`config.mk`:
```
export PLATFORM = sky130hd
export DESIGN_NAME = seq_11011_tx
export DESIGN_NICKNAME = d
export VERILOG_FILES = /design/src/rtl/seq_11011_pkg.sv /design/src/rtl/seq_11011_tx_piso_shift.sv /design/src/rtl/seq_11011_tx.sv
export SDC_FILE = /design/constraint.sdc
export NUM_CORES = 1
export LEC_CHECK = 0
export BUFFER_PORTS_ARGS = -buffer_cell sky130_fd_sc_hd__buf_2
export CAP_MARGIN = 10
export CORE_MARGIN = 1
export CORE_UTILIZATION = 51
export CTS_CLUSTER_SIZE = 16
export DETAILED_ROUTE_END_ITERATION = 10
export GPL_TIMING_DRIVEN = 0
export PLACE_DENSITY_LB_ADDON = 0.08
export SYNTH_ARGS = -nofsm -noshare
export SYNTH_HDL_FRONTEND = slang
export SYNTH_SLANG_ARGS = --single-unit
```
`constraint.sdc`:
```
create_clock -name clk -period 1.4 [get_ports clk]
set_clock_uncertainty 0.1 [all_clocks]
set_input_delay 0.14 -clock clk [delete_from_list [all_inputs] [get_ports clk]]
set_output_delay 0.14 -clock clk [all_outputs]
set_load 0.005 [all_outputs]
```
`src/rtl/seq_11011_pkg.sv`:
```
// Shared definitions for the 11011 serial link (transmitter and detector).
package seq_11011_pkg;

    // Frame sequencing states
    typedef enum logic [2:0] {
        IDLE = 3'd0,
        SYNC = 3'd1,
        DATA = 3'd2,
        PAR  = 3'd3,
        GAP  = 3'd4
    } state_t;

    // Sync pattern that opens every frame, sent MSB first
    localparam int unsigned              SYNC_W     = 5;
    localparam logic [SYNC_W-1:0]        SYNC_11011 = 5'b11011;

endpackage

```
`src/rtl/seq_11011_tx_piso_shift.sv`:
```
// Parallel-load, MSB-first shift register used for the sync and payload fields.
module piso_shift #(
    parameter int unsigned W = 8
) (
    input  logic         clk,
    input  logic         rst_n,
    input  logic         load,
    input  logic         shift_en,
    input  logic [W-1:0] d,
    output logic         q_msb
);

    logic [W-1:0] q;

    // Load has priority over shift; zeros fill in from the LSB side
    always_ff @(posedge clk or negedge rst_n) begin
        if (!rst_n) begin
            q <= '0;
        end else if (load) begin
            q <= d;
        end else if (shift_en) begin
            q <= q << 1;
        end
    end

    assign q_msb = q[W-1];

endmodule

```
`src/rtl/seq_11011_tx.sv`:
```
// Serial frame transmitter: sync 11011, payload MSB first, even parity, idle gap.
module seq_11011_tx
    import seq_11011_pkg::*;
#(
    parameter int unsigned          DATA_W  = 8,
    parameter int unsigned          SYNC_W  = seq_11011_pkg::SYNC_W,
    parameter logic [SYNC_W-1:0]    SYNC    = SYNC_11011,
    parameter int unsigned          GAP_CYC = 2
) (
    input  logic              clk,
    input  logic              rst_n,
    input  logic [DATA_W-1:0] tx_data,
    input  logic              tx_valid,
    output logic              tx_ready,
    output logic              data_out,
    output logic              out_valid,
    output logic              frame_done
);

    localparam int unsigned MAX_SD = (SYNC_W > DATA_W) ? SYNC_W : DATA_W;
    localparam int unsigned MAX_C  = (MAX_SD > GAP_CYC) ? MAX_SD : GAP_CYC;
    localparam int unsigned CNT_W  = $clog2(MAX_C + 1);

    state_t           state, state_nxt;
    logic [CNT_W-1:0] cnt, cnt_nxt;
    logic             parity;
    logic             accept;
    logic             sync_bit, data_bit;
    logic             bit_nxt, vld_nxt, done_nxt;

    assign accept = tx_valid & tx_ready;

    piso_shift #(.W(SYNC_W)) u_sync_sr (
        .clk      (clk),
        .rst_n    (rst_n),
        .load     (accept),
        .shift_en (state == seq_11011_pkg::SYNC),
        .d        (SYNC),
        .q_msb    (sync_bit)
    );

    piso_shift #(.W(DATA_W)) u_data_sr (
        .clk      (clk),
        .rst_n    (rst_n),
        .load     (accept),
        .shift_en (state == seq_11011_pkg::DATA),
        .d        (tx_data),
        .q_msb    (data_bit)
    );

    // Next state, per-state counter reload, and the bit to register onto the line.
    // Outputs lag the state by one edge, so the first sync bit appears the edge after accept.
    always_comb begin
        state_nxt = state;
        cnt_nxt   = cnt;
        bit_nxt   = 1'b0;
        vld_nxt   = 1'b0;
        done_nxt  = 1'b0;
        case (state)
            seq_11011_pkg::IDLE: begin
                if (accept) begin
                    state_nxt = seq_11011_pkg::SYNC;
                    cnt_nxt   = CNT_W'(SYNC_W - 1);
                end
            end
            seq_11011_pkg::SYNC: begin
                bit_nxt = sync_bit;
                vld_nxt = 1'b1;
                if (cnt == '0) begin
                    state_nxt = seq_11011_pkg::DATA;
                    cnt_nxt   = CNT_W'(DATA_W - 1);
                end else begin
                    cnt_nxt = cnt - CNT_W'(1);
                end
            end
            seq_11011_pkg::DATA: begin
                bit_nxt = data_bit;
                vld_nxt = 1'b1;
                if (cnt == '0) begin
                    state_nxt = seq_11011_pkg::PAR;
                    cnt_nxt   = '0;
                end else begin
                    cnt_nxt = cnt - CNT_W'(1);
                end
            end
            seq_11011_pkg::PAR: begin
                bit_nxt   = parity;
                vld_nxt   = 1'b1;
                done_nxt  = 1'b1;
                state_nxt = seq_11011_pkg::GAP;
                cnt_nxt   = CNT_W'(GAP_CYC - 1);
            end
            seq_11011_pkg::GAP: begin
                if (cnt == '0) begin
                    state_nxt = seq_11011_pkg::IDLE;
                    cnt_nxt   = '0;
                end else begin
                    cnt_nxt = cnt - CNT_W'(1);
                end
            end
            default: begin
                state_nxt = seq_11011_pkg::IDLE;
                cnt_nxt   = '0;
            end
        endcase
    end

    // State, counter, parity capture and ready flag
    always_ff @(posedge clk or negedge rst_n) begin
        if (!rst_n) begin
            state    <= seq_11011_pkg::IDLE;
            cnt      <= '0;
            parity   <= 1'b0;
            tx_ready <= 1'b0;
        end else begin
            state    <= state_nxt;
            cnt      <= cnt_nxt;
            tx_ready <= (state_nxt == seq_11011_pkg::IDLE);
            if (accept) begin
                parity <= ^tx_data;
            end
        end
    end

    // Registered line outputs
    always_ff @(posedge clk or negedge rst_n) begin
        if (!rst_n) begin
            data_out   <= 1'b0;
            out_valid  <= 1'b0;
            frame_done <= 1'b0;
        end else begin
            data_out   <= bit_nxt;
            out_valid  <= vld_nxt;
            frame_done <= done_nxt;
        end
    end

endmodule

```
==> impl_summary.md, run 1 <==
Outcome
The flow ran to the end, but the final reports show violations. The final reports fail on setup timing.

STA
The timing-limited maximum frequency is 0.693 GHz. After layout, the minimum clock period comes to 1.44 ns. The measured slew at the worst slew-check pin is 0.540 ns. The final count of hold timing violations was 0. In the finished design, the share of the clock period the worst path needs comes to 1.03. Across all setup checks in the final design, the least slack found is -0.0436 ns. The final max-slew violation count is 0. The relative max-transition margin is 0.640. The number of failing setup endpoints in the final timing report is 3. Setup repair after global routing could not meet its margin everywhere.

Route
The final route contains 967 vias. For this block, the initial DRC count from the detailed router was 21. The final layout contains routed wiring with a total length of 2390 um. The first detailed-routing pass ran for 4 iterations. The average detailed-routed wire length per instance is 13.5 um. The remaining antenna violation count is 0. The number of vias per cell is 5.46. The remaining routing DRC violations is 0.

Worst setup path
STA classifies the critical path startpoint as a flop. The worst setup path is of the reg -> reg kind. Data on the critical path arrives at its endpoint at 1.55 ns. The worst path required time is 1.50 ns. STA classifies the critical path endpoint as a flop. In this run the worst path has a maximum fanout of 4. The signal on the critical path passes through nor4_4, o21ai_1, a221oi_2, o22ai_1. The cell with the biggest individual delay on the critical path is sky130_fd_sc_hd__dfrtp_1. The largest single stage delay on the critical path is 0.45 ns.

Placed design
The placed standard-cell area is 1430 um^2. The final weighted congestion in routability-driven placement is 0.805. The wire-length estimate of the detail-placed layout is 1770 um. The post-place setup slack is -0.0647 ns. During placement, the flow inserted port buffers numbering 14.

Global route
The via count of the first global-routing pass is 833. The fraction of met2 tracks used by global routing is 0.304. The number of antenna violations at the first check in global routing is 0. For this run, global-route usage on met1 was measured as 0.274. Global routing finished with a remaining overflow of 0.

The global-route wire length before repair is 3890 um. The largest net degree at the start of global routing is 26. Across every metal layer, demand over resource in global routing totals 0.192. For met3 alone, demand over resource in global routing was 0.0287. The peak-usage layer in the global routing report is met2.

Cells and area
The area added between synthesis and finish is 14.5%. The share of final-layout standard cells stronger than drive strength 1 is 0.320. The final layout contains 159 nets. Fill cells in the final layout number 215. With fillers left out, the area of the finished cells amounts to 1520 um^2. The number of antenna diodes in the final layout is 0.

Power and ir drop
The share of total power dissipated in the clock network is 0.098. The switching share of power is 0.416. After layout, the design draws a total of 3340 uW. The combinational share of power is 0.523.

The internal power is 1950 uW. The areal power density over the cells is 2200 nW/um^2. Summed over all cells, the static leakage comes to 0.000666 uW. For this design the total switching power over the nets is 1390 uW.

IR analysis of the VDD net gives a maximum drop of 1.06 mV. Of the total power, registers draw 0.380.

Logic synthesis
The gate count of the mapped netlist is 125. The number of warnings issued by yosys is 0. The commonest cells after synthesis are 25 x sky130_fd_sc_hd__dfrtp_1, 19 x sky130_fd_sc_hd__nand2_1, 9 x sky130_fd_sc_hd__o21ai_1.

By instance count, the leading cell after synthesis is sky130_fd_sc_hd__dfrtp_1. The synthesized area divided by synthesized cell count is 10.6 um^2. The area of the mapped netlist is 1330 um^2.

The synthesized netlist net count is 136. For this run, the register share of the synthesized area comes to 0.472. The netlist uses 36 different library cells. The number of enable flip-flop cells after synthesis is 0.

Yosys attributes the largest share of cell area to sky130_fd_sc_hd__dfrtp_1 47%, sky130_fd_sc_hd__mux2i_1 6.0%, sky130_fd_sc_hd__nand2_1 5.4%. The cell taking the most area after synthesis is sky130_fd_sc_hd__dfrtp_1. The most used flip-flop cell after synthesis is sky130_fd_sc_hd__dfrtp_1.

Of the post-synthesis cell area, the dominant cell type holds 0.472. The flip-flop and latch count after synthesis is 25. After synthesis, the share of flip-flops with an asynchronous set or reset is 1.00.

CTS
The clock sink count is 25. The tree is rooted in a sky130_fd_sc_hd__clkbuf_4. The clock transition at the register clock pins on the worst setup and hold paths after CTS is 0.14 ns.

The CTS tree is yes. In this run, CTS created clock tree buffers numbering 3. Counting along the longest clock path gives a buffer depth of 2. The clock insertion delay at the later pin of the skew report is 0.31 ns. The CTS H-tree depth is 1.

Die
The die covers 2810 um^2. For this configuration, the core starts out at a cell density of 0.535. The chip height is 53.0 um. The overall die width is 53.0 um. The placeable core area is 2480 um^2. The total I/O pin count is 15.

The row count is 18.

Flow run
The number of max-capacitance violations reported is 0.

Hold path
The type of the worst min-delay path is in -> reg.
[final timing paths]
check / to / cells after the start / slack [ns] / start
max in group asynchronous: state[2] / 2 / 0.59 / rst_n
min in group asynchronous: cnt[3] / 2 / 0.22 / rst_n
hold reg to reg: u_data_sr.q[1] / 2 / 0.40 / u_data_sr.q[1]
hold / removal: u_data_sr.q[1] / 3 / 0.02 / tx_data[1]
setup / recovery: cnt[0] / 4 / -0.04 / cnt[3]
setup reg to reg: cnt[0] / 4 / -0.04 / cnt[3]
[repair_timing]
action	4_1_cts	5_1_grt
cloned	0	0
endpoints found under the setup margin	7	19
gates resized for setup	4	3
hold buffers	2	0
setup buffers	2	0
pin swaps	0	1
hold endpoints to repair	26	0
[critical path, delay by kind of cell, from the launching register on]
kind	cells	cell delay, ns
compound gates	3	0.43
flops	1	0.45
simple gates	1	0.35
[placed cells by master (no fill, tap or decap), drive strengths merged, types with 2 or more instances in the layout]
cell type / n
dfrtp: 25
buf: 22
nand2: 19
o21ai: 12
mux2i: 8
nor2: 8
nand3: 7
xnor2: 7
nor3: 6
inv: 4
clkbuf: 3
a21oi: 3
nand2b: 2
o22ai: 2
dlygate4sd3: 2
mux2: 2
xor2: 2
[area by class of cell]
type	count	area, um^2	share of cell area
plain buffers	6	67.6	0.0445
clock buffers	3	22.5	0.0148
clock inverters	1	7.51	0.00494
inverters	4	17.5	0.0115
multi-input cells	90	632	0.416
flip-flops and latches	25	629	0.414
well taps	30	37.5	0.0247
repair buffers	18	105	0.0692
[state kept, by name, summed over array words and instances, names as in the netlist]
register / flops
state: 3
out_valid: 1
cnt: 4
u_data_sr.q: 8
parity: 1
data_out: 1
frame_done: 1
tx_ready: 1
u_sync_sr.q: 5
[power by group through the flow]
stage / combinational, uW / clock, uW / sequential [uW]
2_1_floorplan: 1360 / 0 / 1240
3_3_place_gp: 1640 / 0 / 1270
3_5_place_dp: 1680 / 0 / 1280
4_1_cts: 1730 / 345 / 1260
5_1_grt: 1950 / 376 / 1310
6_report: 1750 / 326 / 1270
[logic make-up (layout without fill, tap and decap cells)]
kind of cell	Yosys count	after routing	share of synthesized area
xor+xnor	9	9	0.0651
mux	10	10	0.0802
flops	25	25	0.472
compound gates	26	26	0.147
buf+inv	10	32	0.0623
simple gates	45	45	0.174
[layer usage]
metal  up-vias  share of wire
met2        18           0.46
met3         2          0.033
met1       467           0.50
met4         0         0.0063
li1        480              -
met5         -              0
[through the flow]
step	setup TNS [ns]	cells	utilization	hold WS (ns)
floorplan	0	125	-	-0.256
global placement	-0.138	169	0.579	0.0552
detailed placement	-0.156	169	0.579	0.0653
CTS	-0.114	177	0.608	0.0107
global route	-0.874	177	0.613	0.0104
finish	-0.116	177	0.613	0.0173
No activity file was read; power rests on OpenSTA's default activity.
==> run 2, diff against run 1 <==
- SKIP_CTS_REPAIR_TIMING: default -> 1
==> run 2 against run 1 <==
Effect of this change: the run still ends with setup timing left; utilization fell by 0.56 points; first-iteration DRC count up 4.8%; count of clock-buffer cells in the layout unchanged; sequential power hardly changed; routed wire length shrank 3.1%; combinational power is essentially flat; via count shrank 1.6%; setup slack got worse by 0.015 ns; global-route usage decreased by 0.29 points; highest routed layer unchanged.
==> impl_summary.md, run 2 (same netlist as run 1, synthesis figures left out) <==
Outcome
The flow ran to the end, but the final reports show violations. The checks that failed: setup timing.

Worst setup path
The cell with the biggest individual delay on the critical path is sky130_fd_sc_hd__dfrtp_2. The flop-to-flop setup slack came to -0.06 ns (-0.02 ns). The worst path required time is 1.50 ns (about the same). In this design, the largest share of critical-path delay is due to flip-flops. Traced cell by cell, the critical path runs through nor4_4, o21ai_1, a221oi_2, o22ai_1. The most critical setup path has its startpoint at cnt[3]. STA classifies the critical path endpoint as a flop. The worst setup path endpoint is cnt[0]. The endpoint of the worst register-to-register path is cnt[0]. The path type of the worst setup path is reg -> reg.

The endpoint arrival time on the critical path is 1.56 ns (about the same). The launch point of the worst reg-to-reg path is cnt[3]. The delay of the slowest cell on the worst path is 0.47 ns (+0.02 ns). The logic depth of the worst path, buffers included was 4 (unchanged).

The count of buffer and inverter cells on the critical path came to 0 (unchanged). The largest fanout of any net on the critical path is 4 (unchanged). The worst setup path is launched from a flop.

The path depth of the worst reg2reg path was 4 (unchanged).

Global route
The total routing resource utilization after global routing is 0.189 (-0.00293). The global-route wire length before repair is 3840 um (-1.2%). The via count of the first global-routing pass is 809 (-2.9%). The largest net degree at the start of global routing is 26 (unchanged).

The number of antenna violations at the first check in global routing is 0 (unchanged). The global-route congestion overflow total is 0 (unchanged).

Placed design
The placed standard-cell area is 1430 um^2 (unchanged). The final weighted congestion in routability-driven placement came to 0.805 (unchanged). The post-DP HPWL is 1770 um (unchanged). The number of port buffers is 14 (unchanged).

STA
The final cycle utilization of the critical path is 1.04 (+0.0110). The relative max-transition margin was 0.637 (-0.00238). The final max-slew violation count is 0 (unchanged). The post-route minimum period came to 1.46 ns (+0.0154 ns). The slack of the critical path is -0.0590 ns (-0.0154 ns). The aggregate negative setup slack is -0.142 ns (-0.0268 ns).

Setup repair after global routing could not meet its margin everywhere. The final count of hold timing violations is 0 (unchanged). The timing-limited maximum frequency is 0.685 GHz (-1.1%).

The measured slew at the worst slew-check pin was 0.544 ns (+0.00358 ns). The number of failing setup endpoints in the final timing report is 3 (unchanged). The worst hold margin came to 0.0179 ns (+0.000625 ns).

Die
The total I/O pin count was 15 (unchanged). The overall die width is 53.0 um (unchanged). The row count is 18 (unchanged). The chip height is 53.0 um (unchanged). The initial standard-cell utilization of the core is 0.535 (unchanged). The placeable core area is 2480 um^2 (unchanged). The overall die area is 2810 um^2 (unchanged).

Route
The average detailed-routed wire length per instance is 13.1 um (-2.5%). The remaining antenna violation count is 0 (unchanged). The first-pass detailed-route iteration total is 4 (unchanged). The sum of routed wire length over all layers was 2310 um (-3.1%).

The number of design-rule violations left by the first detailed-router iteration is 22 (+4.8%). The via total after detailed routing was 952 (-1.6%). The number of vias per cell is 5.41 (-0.99%). The remaining routing DRC violations is 0 (unchanged).

Cells and area
The number of flip-flops under the largest register name is 8 (unchanged). The final instance area is 1510 um^2 (-0.91%). In the layout the commonest cells are 22 x sky130_fd_sc_hd__dfrtp_1, 18 x sky130_fd_sc_hd__nand2_1, 14 x sky130_fd_sc_hd__buf_2. Leaving out fill and tap cells, the most frequent cell in the layout is sky130_fd_sc_hd__dfrtp_1. The area added between synthesis and finish is 13.5%.

The total of fill cells in the finished design was 212 (-1.4%). The net count reported at finish is 158 (-0.63%). The share of final-layout standard cells stronger than drive strength 1 is 0.308 (-0.0115). Counting flops per register, the top entry is u_data_sr.q.

The largest registers in the layout are u_data_sr.q (8), u_sync_sr.q (5), cnt (4). The antenna diode count was 0 (unchanged).

CTS
The clock transition at the register clock pins on the worst setup and hold paths after CTS came to 0.14 ns (about the same). The clock sink count is 25 (unchanged). TritonCTS built the clock tree. The total CTS buffers came to 3 (unchanged). The maximum buffer depth of the clock tree was 2 (unchanged). The CTS H-tree depth is 1 (unchanged). The root cell of the clock tree is sky130_fd_sc_hd__clkbuf_4. The clock insertion delay at the later pin of the skew report is 0.31 ns (about the same).

Flow run
The number of max-capacitance violations reported was 0 (unchanged).

Power and ir drop
The maximum ir drop on the vdd rail is 1.06 mV (about the same). The total leakage power is 0.000660 uW (-0.93%). The areal power density over the cells is 2200 nW/um^2 (about the same).

Hold path
The tightest min-delay check is of the in -> reg type.
==> run 2: changes by cell type in the layout (fill, tap and decap cells not counted), sizes merged <==
cell  delta
buf      -1
==> run 2: routing by layer <==
| metal | up-vias | track usage | part of all wire |
|---|---|---|---|
| li1 | 477 | - | - |
| met1 | 454 | 0.276 | 0.51 |
| met2 | 19 | 0.297 | 0.46 |
| met3 | 2 | 0.0259 | 0.030 |
| met4 | 0 | 0.0395 | 0.0065 |
| met5 | - | 0 | 0 |
==> run 2: final cells by class <==
| class | count | area [um^2] | area share |
|---|---|---|---|
| tap | 30 | 37.5 | 0.0249 |
| buffer | 6 | 67.6 | 0.0449 |
| clock buffer | 3 | 22.5 | 0.0150 |
| inverter | 4 | 17.5 | 0.0116 |
| sequential | 25 | 629 | 0.418 |
| timing repair buffer | 17 | 97.6 | 0.0648 |
| clock inverter | 1 | 7.51 | 0.00499 |
| multi-input combinational | 90 | 626 | 0.416 |
==> run 2: per-stage QoR <==
stage / utilization / power (uW) / worst slack [ns] / std cells
3_3_place_gp: 0.579 / 2900 / -0.0588 / 169
5_1_grt: 0.608 / 3610 / -0.128 / 176
4_1_cts: 0.591 / 3300 / -0.0912 / 173
6_report: 0.608 / 3320 / -0.0590 / 176
3_5_place_dp: 0.579 / 2970 / -0.0647 / 169
2_1_floorplan: - / 2600 / 0.0322 / 125
==> run 2: worst reg2reg max path, cell delays in order, from the launching register on <==
cell,delay (ns)
sky130_fd_sc_hd__dfrtp_2,0.47
sky130_fd_sc_hd__nor4_4,0.35
sky130_fd_sc_hd__o21ai_1,0.11
sky130_fd_sc_hd__a221oi_2,0.21
sky130_fd_sc_hd__o22ai_1,0.11
==> run 2: worst min path at each step <==
stage                    start             end  slack [ns]  depth (start not counted)
finish              tx_data[1]  u_data_sr.q[1]        0.02                          3
global placement         rst_n       out_valid        0.06                          1
global route        tx_data[1]  u_data_sr.q[1]        0.01                          3
detailed placement       rst_n        data_out        0.07                          1
floorplan                rst_n          cnt[0]       -0.26                          0
CTS                      rst_n  u_sync_sr.q[4]       -0.30                          1
==> run 2: power breakdown <==
part	internal (uW)	switching (uW)	total, uW	leakage, uW
sequential	1040	243	1280	0.000311
clock	109	213	322	0.0000139
combinational	805	910	1720	0.000335
total	1950	1370	3320	0.000660
